<file path="config.mk">
export PLATFORM = sky130hd
export DESIGN_NAME = vga_scanout_flat
export DESIGN_NICKNAME = d
export VERILOG_FILES = /design/src/rtl/vga_scanout_if.sv /design/src/rtl/vga_scanout.sv /design/src/flat_wrapper.sv
export SDC_FILE = /design/constraint.sdc
export NUM_CORES = 1
export LEC_CHECK = 0
export CORE_UTILIZATION = 50
export CTS_CLUSTER_SIZE = 16
export DETAILED_ROUTE_END_ITERATION = 7
export GPL_TIMING_DRIVEN = 0
export HOLD_SLACK_MARGIN = 0.06
export PLACE_DENSITY = 0.85
export SYNTH_ARGS = -nofsm -noshare
export SYNTH_HDL_FRONTEND = slang
export SYNTH_SLANG_ARGS = --single-unit
export TNS_END_PERCENT = 10
</file>
<file path="constraint.sdc">
create_clock -name CLOCK_50 -period 3 [get_ports CLOCK_50]
set_clock_uncertainty 0.15 [all_clocks]
set_input_delay 0.75 -clock CLOCK_50 [delete_from_list [all_inputs] [get_ports CLOCK_50]]
set_output_delay 0.75 -clock CLOCK_50 [all_outputs]
set_load 0.01 [all_outputs]
</file>
<file path="src/rtl/vga_scanout_if.sv">
// vga_scanout_if: framebuffer read port plus VGA DAC/sync pins and frame marker.
//   master (scanout side): drives fb_addr, VGA_*, frame_start; samples fb_data
//   slave  (RAM/board side): drives fb_data; samples everything else
interface vga_scanout_if;
    logic [14:0] fb_addr;
    logic [2:0]  fb_data;
    logic        VGA_CLK;
    logic        VGA_HS;
    logic        VGA_VS;
    logic        VGA_BLANK;
    logic        VGA_SYNC;
    logic [9:0]  VGA_R;
    logic [9:0]  VGA_G;
    logic [9:0]  VGA_B;
    logic        frame_start;
    modport master (
        output fb_addr, VGA_CLK, VGA_HS, VGA_VS, VGA_BLANK, VGA_SYNC,
               VGA_R, VGA_G, VGA_B, frame_start,
        input  fb_data
    );
    modport slave (
        input  fb_addr, VGA_CLK, VGA_HS, VGA_VS, VGA_BLANK, VGA_SYNC,
               VGA_R, VGA_G, VGA_B, frame_start,
        output fb_data
    );
endinterface

</file>
<file path="src/rtl/vga_scanout.sv">
// vga_scanout: VGA timing generator and 4x-scaled reader of the 160x120 3-bit framebuffer.
//   CLOCK_50  system clock; pixels advance on every other cycle (pix_en)
//   resetn    asynchronous active-low reset
//   vga       master side of vga_scanout_if: fb_addr out / fb_data in (1-cycle read latency),
//             VGA_CLK/HS/VS/BLANK/SYNC/R/G/B pins, frame_start pulse
module vga_scanout #(
    parameter int H_VIS       = 640,
    parameter int H_FP        = 16,
    parameter int H_SYNC      = 96,
    parameter int H_BP        = 48,
    parameter int V_VIS       = 480,
    parameter int V_FP        = 10,
    parameter int V_SYNC      = 2,
    parameter int V_BP        = 33,
    parameter int SCALE_SHIFT = 2,
    parameter int FB_W        = 160
) (
    input logic           CLOCK_50,
    input logic           resetn,
    vga_scanout_if.master vga
);
    localparam logic [9:0] H_LAST = 10'(H_VIS + H_FP + H_SYNC + H_BP - 1);
    localparam logic [9:0] V_LAST = 10'(V_VIS + V_FP + V_SYNC + V_BP - 1);
    localparam logic [9:0] H_VISL = 10'(H_VIS);
    localparam logic [9:0] V_VISL = 10'(V_VIS);
    localparam logic [9:0] HS_BEG = 10'(H_VIS + H_FP);
    localparam logic [9:0] HS_END = 10'(H_VIS + H_FP + H_SYNC - 1);
    localparam logic [9:0] VS_BEG = 10'(V_VIS + V_FP);
    localparam logic [9:0] VS_END = 10'(V_VIS + V_FP + V_SYNC - 1);

    logic        pix_en_q, vga_clk_q, start_q, fs_q;
    logic [9:0]  hcnt_q, hcnt_d, vcnt_q, vcnt_d;
    logic [14:0] addr_q, addr_d;
    logic        vis0_q, hs0_q, vs0_q;
    logic        blank_q, hs_q, vs_q;
    logic [2:0]  rgb_q, rgb_d;
    logic        vis, h_end, frame_end;

    // start_q marks the first pixel slot after reset: it is treated as a frame end so the
    // first frame begins with a proper 0/0 load and frame_start, and no pixel is issued.
    always_comb begin
        h_end     = hcnt_q == H_LAST;
        frame_end = start_q || (h_end && vcnt_q == V_LAST);
        hcnt_d    = (frame_end || h_end) ? 10'd0 : hcnt_q + 10'd1;
        vcnt_d    = frame_end ? 10'd0 : h_end ? vcnt_q + 10'd1 : vcnt_q;
        vis       = hcnt_q < H_VISL && vcnt_q < V_VISL;
        // Outside the visible area the address holds, so no out-of-range read is issued.
        addr_d    = vis ? 15'(int'(vcnt_q >> SCALE_SHIFT) * FB_W + int'(hcnt_q >> SCALE_SHIFT)) : addr_q;
        rgb_d     = vis0_q ? vga.fb_data : 3'd0;
    end

    always_ff @(posedge CLOCK_50 or negedge resetn) begin
        if (!resetn) begin
            pix_en_q  <= 1'b0;
            vga_clk_q <= 1'b0;
            start_q   <= 1'b1;
            fs_q      <= 1'b0;
            hcnt_q    <= '0;
            vcnt_q    <= '0;
            addr_q    <= '0;
            vis0_q    <= 1'b0;
            hs0_q     <= 1'b1;
            vs0_q     <= 1'b1;
            blank_q   <= 1'b0;
            hs_q      <= 1'b1;
            vs_q      <= 1'b1;
            rgb_q     <= '0;
        end else begin
            pix_en_q  <= !pix_en_q;
            vga_clk_q <= pix_en_q;
            fs_q      <= pix_en_q && frame_end;
            if (pix_en_q) begin
                start_q <= 1'b0;
                hcnt_q  <= hcnt_d;
                vcnt_q  <= vcnt_d;
                // Stage 0: issue the read and delay the flags of the current counter pair.
                if (!start_q) begin
                    addr_q <= addr_d;
                    vis0_q <= vis;
                    hs0_q  <= !(hcnt_q >= HS_BEG && hcnt_q <= HS_END);
                    vs0_q  <= !(vcnt_q >= VS_BEG && vcnt_q <= VS_END);
                end
                // Stage 1: read data has returned; drive all pins together.
                blank_q <= vis0_q;
                hs_q    <= hs0_q;
                vs_q    <= vs0_q;
                rgb_q   <= rgb_d;
            end
        end
    end

    assign vga.fb_addr     = addr_q;
    assign vga.VGA_CLK     = vga_clk_q;
    assign vga.VGA_HS      = hs_q;
    assign vga.VGA_VS      = vs_q;
    assign vga.VGA_BLANK   = blank_q;
    assign vga.VGA_SYNC    = 1'b0;
    assign vga.VGA_R       = {10{rgb_q[2]}};
    assign vga.VGA_G       = {10{rgb_q[1]}};
    assign vga.VGA_B       = {10{rgb_q[0]}};
    assign vga.frame_start = fs_q;
endmodule
</file>
<file path="src/flat_wrapper.sv">
// flat-port wrapper written by rule: the top's interface ports become plain ports
module vga_scanout_flat 
#(
    parameter int H_VIS       = 640,
    parameter int H_FP        = 16,
    parameter int H_SYNC      = 96,
    parameter int H_BP        = 48,
    parameter int V_VIS       = 480,
    parameter int V_FP        = 10,
    parameter int V_SYNC      = 2,
    parameter int V_BP        = 33,
    parameter int SCALE_SHIFT = 2,
    parameter int FB_W        = 160
)
  (CLOCK_50, resetn, vga_fb_addr, vga_VGA_CLK, vga_VGA_HS, vga_VGA_VS, vga_VGA_BLANK, vga_VGA_SYNC, vga_VGA_R, vga_VGA_G, vga_VGA_B, vga_frame_start, vga_fb_data);
  vga_scanout_if vga_i ();
  input logic CLOCK_50;
  input logic resetn;
  output wire logic [$bits(vga_i.fb_addr)-1:0] vga_fb_addr;
  output wire logic [$bits(vga_i.VGA_CLK)-1:0] vga_VGA_CLK;
  output wire logic [$bits(vga_i.VGA_HS)-1:0] vga_VGA_HS;
  output wire logic [$bits(vga_i.VGA_VS)-1:0] vga_VGA_VS;
  output wire logic [$bits(vga_i.VGA_BLANK)-1:0] vga_VGA_BLANK;
  output wire logic [$bits(vga_i.VGA_SYNC)-1:0] vga_VGA_SYNC;
  output wire logic [$bits(vga_i.VGA_R)-1:0] vga_VGA_R;
  output wire logic [$bits(vga_i.VGA_G)-1:0] vga_VGA_G;
  output wire logic [$bits(vga_i.VGA_B)-1:0] vga_VGA_B;
  output wire logic [$bits(vga_i.frame_start)-1:0] vga_frame_start;
  input wire logic [$bits(vga_i.fb_data)-1:0] vga_fb_data;
  assign vga_fb_addr = vga_i.fb_addr;
  assign vga_VGA_CLK = vga_i.VGA_CLK;
  assign vga_VGA_HS = vga_i.VGA_HS;
  assign vga_VGA_VS = vga_i.VGA_VS;
  assign vga_VGA_BLANK = vga_i.VGA_BLANK;
  assign vga_VGA_SYNC = vga_i.VGA_SYNC;
  assign vga_VGA_R = vga_i.VGA_R;
  assign vga_VGA_G = vga_i.VGA_G;
  assign vga_VGA_B = vga_i.VGA_B;
  assign vga_frame_start = vga_i.frame_start;
  assign vga_i.fb_data = vga_fb_data;
  vga_scanout #(.H_VIS(H_VIS), .H_FP(H_FP), .H_SYNC(H_SYNC), .H_BP(H_BP), .V_VIS(V_VIS), .V_FP(V_FP), .V_SYNC(V_SYNC), .V_BP(V_BP), .SCALE_SHIFT(SCALE_SHIFT), .FB_W(FB_W)) u_core (.CLOCK_50(CLOCK_50), .resetn(resetn), .vga(vga_i));
endmodule
</file>
==> qor.csv <==
stage,metric,value,unit
job,Max-Cap Viols,0,
sta,worst hold slack,0.225,ns
synth,Post-Synth Simple-Gate Area,18.3,%
synth,number of distinct library cells after synthesis,46,
cells_and_area,post-route cell area,3690,sq um
power,P_leak,1.64,nW
worst_setup_path,Worst Path Required,3.06,ns
detailed_routing,Final ANT Viol Nets,0,
die,# IOs,56,
synth,Netlist Area Pre-Place,2910,sq um
cells_and_area,share of cells above drive strength 1,17.4,%
die,Initial Util,52.2,%
cells_and_area,nets,387,
die,Die Y,78.3,um
synth,mux cell area share after synthesis,3.87,%
power,pwr/cell area,354,nW/um^2
synth,synthesized area per cell,9.73,sq um
clock_tree,Worst-Skew Late Latency,0.30,ns
worst_setup_path,critical-path cell with the highest stage delay,dfrtp_1,
synth,main combinational cell family by area after synthesis,simple AND/OR/NAND/NOR gates,
clock_tree,# H-tree levels,2,
cells_and_area,Final Non-Filler Cells,434,
clock_tree,TritonCTS clock tree,built,
detailed_routing,via count,2269,
worst_setup_path,Max stage delay on crit path,0.46,ns
synth,Cells after Synth,299,
synth,"EDFF count, synth",0,
power,Net Switching,0.000260,W
grt,first-pass GRT wire length,10200,um
sta,Final WS setup,0.242,ns
worst_setup_path,CP arrival,2.81,ns
sta,Peak Freq,363,MHz
run_status,status,"finished, final reports clean",
cells_and_area,Area Growth Syn to Fin,26.9,%
clock_tree,Num CTS Buffers,5,
grt,vias in the first global route,2276,
worst_setup_path,critical path class,register to register,
synth,"count leader, synth",dfrtp_1,
power,Clk pwr share,42.0,%
detailed_routing,number of DRC markers in iteration 0,141,
synth,syn_nets,325,
worst_setup_path,most numerous cell on the critical path,ha_1,
placement,Inst Count DP,426,
sta,Max-slew headroom,63.4,%
placement,dpl hpwl,4370,um
synth,Ys Warns,0,
sta,Setup Viol. Count Final,0,
detailed_routing,DR DRC count,0,
power,cell-internal power,0.00105,W
synth,async set-or-reset flop fraction in the synthesized netlist,100,%
power,Max IR drop VDD,0.000220,V
grt,antenna violations before repair,0,
grt,Overall Global Routing Usage,21.0,%
placement,Place WS,0.266,ns
power,Switching Share,19.9,%
detailed_routing,WL per Instance,13.5,um
die,Core ar.,5570,sq um
synth,"area leader, netlist",dfrtp_1,
die,Rows,27,
worst_setup_path,Crit. End Element,register,
synth,share of the synthesized area in the top cell type,37.0,%
synth,area fraction in compound gates after synthesis,9.24,%
clock_tree,CTS root buffer,clkbuf_8,
placement,Post-DP Area,3560,sq um
clock_tree,Max clock buf depth,2,
sta,Period minus WS final,2.76,ns
synth,Area contributors post-synth,"dfrtp_1 (37%), ha_1 (8.2%), buf_4 (7.7%)",
detailed_routing,DR vias/cell,5.23,
synth,xor/xnor share of the synthesized area,6.62,%
clock_tree,post-cts sizing count,0,
die,Die Area,6130,sq um
worst_setup_path,cells along the critical path,"ha_1, ha_1, nor2b_1, a221o_1, nor3b_1, a2111oi_0, o31ai_1",
cells_and_area,diode count,0,
synth,post-synthesis sequential area ratio,41.5,%
clock_tree,Post-CTS Setup Bufs,0,
grt,largest net degree at the start of global routing,29,
clock_tree,"CTS clk-pin slew, worst paths",0.09,ns
worst_setup_path,CP top delay family,compound AO/OA/AOI/OAI gates,
placement,RePlAce Congestion,0.912,
sta,Final Hold Fails,0,
worst_setup_path,crit-path max FO,6,
clock_tree,Sink Count,48,
sta,fin crit share,91.9,%
worst_setup_path,WP buf/inv,0,
synth,Post-Synth Adder-Cell Area,9.54,%
grt,total grt overflow,0,
hold_path,HP Class,register to register,
synth,top post-synthesis cells by count,"dfrtp_1 (43), buf_4 (30), nor2_1 (29)",
placement,Port Buffers,54,
detailed_routing,Pre-antenna DRT Iters,4,
power,Sequential Power Share,50.1,%
sta,Setup TNS,0,ns
clock_tree,Post-CTS Hold Fix Bufs,0,
sta,Pins Over Slew Limit,0,
power,Comb pwr share,7.8,%
synth,"Primary FF master, synth",dfrtp_1,
sta,Worst-Margin Slew,0.547,ns
worst_setup_path,type of origin of the critical path,register,
die,die width,78.3,um
detailed_routing,final WL,5850,um
synth,Seq cells post-synth,48,
==> metrics by stage <==
stage / power, W / util, %
after detailed placement: 0.000771 / 63.8
after global routing: 0.00135 / 66.3
after global placement: 0.000766 / 63.5
final: 0.00131 / 66.3
after floorplan: 0.000707 / -
after CTS: 0.00132 / 66.2
==> area by class of cell <==
type,instances,area (sq um)
timing repair buffer,55,556
buffer,37,254
sequential,48,1210
multi-input combinational,198,1390
clock inverter,2,60.1
fill,420,1880
tap,72,90.1
inverter,16,60.1
clock buffer,6,72.6
==> cells by family (layout without fill, tap and decap cells) <==
family,Yosys count,in the layout
AOI/OAI and AO/OA,40,40
xor gates and xnor gates,22,22
adders and majority gates,21,21
buffers and inverters,53,116
DFF,48,48
muxes,10,10
other,1,1
and+or+nand+nor,104,104
==> state kept, by name, indices dropped and copies added (netlist names), 3 cells and up <==
name / cells
u_core.rgb_q: 3
u_core.vcnt_q: 10
u_core.hcnt_q: 10
u_core.vga.fb_addr: 15
==> placed cells by master, fill, tap and decap left out, types with 3 or more instances in the layout <==
master,count
xor2_1,15
dfstp_2,5
clkdlybuf4s50_1,53
buf_2,3
dfrtp_1,43
nand3_1,12
ha_1,19
nor3b_1,4
nand2b_1,7
buf_4,30
clkbuf_1,6
xnor2_1,7
o21ai_0,23
nor3_1,4
nor2_1,29
mux2_2,10
nor2b_1,3
o31ai_1,3
nand4_1,6
clkbuf_8,5
nand2_1,23
inv_1,16
==> power by group through the flow <==
| stage | clock, W | combinational (W) | sequential, W |
|---|---|---|---|
| after floorplan | 0 | 0.0000399 | 0.000667 |
| after global placement | 0 | 0.0000993 | 0.000667 |
| after detailed placement | 0 | 0.000104 | 0.000667 |
| after CTS | 0.000559 | 0.000105 | 0.000655 |
| after global routing | 0.000585 | 0.000110 | 0.000656 |
| final | 0.000549 | 0.000102 | 0.000655 |
==> final timing paths <==
kind | startpoint | to | slack [ns] | depth (start not counted)
setup / recovery | u_core.vcnt_q[7]$_DFFE_PN0P_ | u_core.vga.fb_addr[14]$_DFFE_PN0P_ | 0.24 | 7
hold / removal | u_core.pix_en_q$_DFF_PN0_ | u_core.vga.VGA_CLK$_DFF_PN0_ | 0.23 | 0
setup reg to reg | u_core.vcnt_q[7]$_DFFE_PN0P_ | u_core.vga.fb_addr[14]$_DFFE_PN0P_ | 0.24 | 7
hold reg to reg | u_core.pix_en_q$_DFF_PN0_ | u_core.vga.VGA_CLK$_DFF_PN0_ | 0.23 | 0
max in group asynchronous | resetn | u_core.vcnt_q[4]$_DFFE_PN0P_ | 1.93 | 2
min in group asynchronous | resetn | u_core.vga.fb_addr[12]$_DFFE_PN0P_ | 0.26 | 1
==> routing by layer <==
metal	share of wire, %	GRT usage (%)	vias up
li1	-	-	1121
met1	43	26.3	1082
met2	51	36.1	57
met3	4.3	3.72	9
met4	1.7	7.41	0
met5	0	0	-
(Power assumes the default switching activity.)
==> RTL edit: new RTL, same settings <==
`V_VIS` is set to 480 in 2 places; all go to 240.
--- a/src/rtl/vga_scanout.sv
+++ b/src/rtl/vga_scanout.sv
@@ -10,3 +10,3 @@
     parameter int H_BP        = 48,
-    parameter int V_VIS       = 480,
+    parameter int V_VIS       = 240,
     parameter int V_FP        = 10,
--- a/src/flat_wrapper.sv
+++ b/src/flat_wrapper.sv
@@ -7,3 +7,3 @@
     parameter int H_BP        = 48,
-    parameter int V_VIS       = 480,
+    parameter int V_VIS       = 240,
     parameter int V_FP        = 10,
Check against the original RTL: same outputs for any inputs over 10 cycles, from zero or initial values and one cycle with resetn low; that may be too few to reach the edited logic, so the function may still have changed.
==> RTL edit against the unedited design <==
  * Via count rose by 0.44%
  * Setup slack got worse by 69 ps
  * Final cell count up 0.46%
  * Design area is 1.1% higher
  * Critical path depth up 2
  * Non-clock buffer count is 1 lower
  * Synthesized area up 3.1%
  * Count of clock-buffer cells in the layout unchanged
  * Sequential cell count is the same
  * Power down 14%
  * Routed wire length shrank 1.3%
  * Utilization shrank 0.062 points
  * Highest routed layer unchanged
==> RTL edit: results (changes against the unedited design) <==
GRT met3 Usage=0.0411 (+0.00393); 1st-iter DRT viols=121 (-14%); WL met1=2.67 mm (+5.3%); Post-synth top cells=dfrtp_1, buf_4, nor2_1; status=finished, final reports clean; placed cell area=3650 um^2 (+2.6%); critical setup path kind=reg2reg; post-synthesis mux area share=0.0300 (-0.00868); drt total wl=5.78 mm (-1.3%); Synth Instances=301 (+0.67%); initial antenna violation count=0 (unchanged); RR Startpoint=u_core.vcnt_q[3]$_DFFE_PN0P_; Clock Path Buffers=2 (unchanged); Reg2Reg Depth=9 (+2); Worst path slowest cell=dfrtp_2; placed insts=428 (+0.47%); GR Util met2=0.333 (-0.0281); Achievable Freq=0.354 GHz (-2.4%); Post-Syn Nets=327 (+0.62%); Internal=0.875 mW (-16%); vias in the first global route=2,160 (-5.1%); WL met2=2.83 mm (-4.5%); Adder-Cell Fraction of Synth Area=0.0925 (-0.00290); Top Family by Delay on Critical Path=adder cells; FF-to-FF setup slack=170 ps (-70 ps); Place WS=172 ps (-94.1 ps); share of cells above drive strength 1=0.212 (+0.0375); Yosys cell types=54 (+17%); top cells by area, synth=dfrtp_1, ha_1, buf_4; first-pass GRT wire length=9.94 mm (-3.0%); largest net degree at the start of global routing=31 (+6.9%); met1 Use GR=0.263 (-0.000507); CP Data Arrival Time=2850 ps (+40 ps); Synth Area in Compound Gates=0.0834 (-0.00907); gp weighted congestion=0.847 (-7.2%); Final HPWL DP=4.33 mm (-0.93%); post-synthesis sequential area ratio=0.402 (-0.0126); synth warn=0 (unchanged); crit-path max FO=7 (+1); P_leak=1.66 nW (+1.1%); drt first pass iters=4 (unchanged); via-per-instance ratio=5.23 (about the same); routed wl met3=184 um (-27%); Peak VDD IR=0.218 mV (-0.84%); Total GRT Usage=0.202 (-0.00821); via count=2,279 (+0.44%); post-layout net count=389 (+0.52%); Post-Synth XOR/XNOR Area=0.0729 (+0.00674)
-- RTL edit: cell types whose count changed after synthesis, sizes merged, moves of 5 or more --
cell    before  now
xnor2        7   16
xor2        15    9
and3         3    8
nand2b       7    2
nor4         2    7
-- RTL edit: power by group through the flow --
stage,sequential [mW],combinational (mW),clock (mW)
after global routing,0.656,0.111,0.412
after floorplan,0.667,0.0399,0
after detailed placement,0.667,0.104,0
after CTS,0.655,0.105,0.383
final,0.654,0.103,0.369
after global placement,0.667,0.0999,0
-- RTL edit: kinds of logic after synthesis --
group / Yosys count
xor gates and xnor gates: 25
DFF: 48
muxes: 8
other: 1
and+or+nand+nor: 111
buffers and inverters: 51
adders and majority gates: 21
AOI/OAI and AO/OA: 36
-- RTL edit: area by class of cell --
cell class,instances,area [um^2]
buffer,36,248
clock buffer,6,72.6
clock inverter,2,12.5
fill,419,1910
inverter,15,56.3
multi-input combinational,202,1490
sequential,48,1210
tap,72,90.1
timing repair buffer,55,556
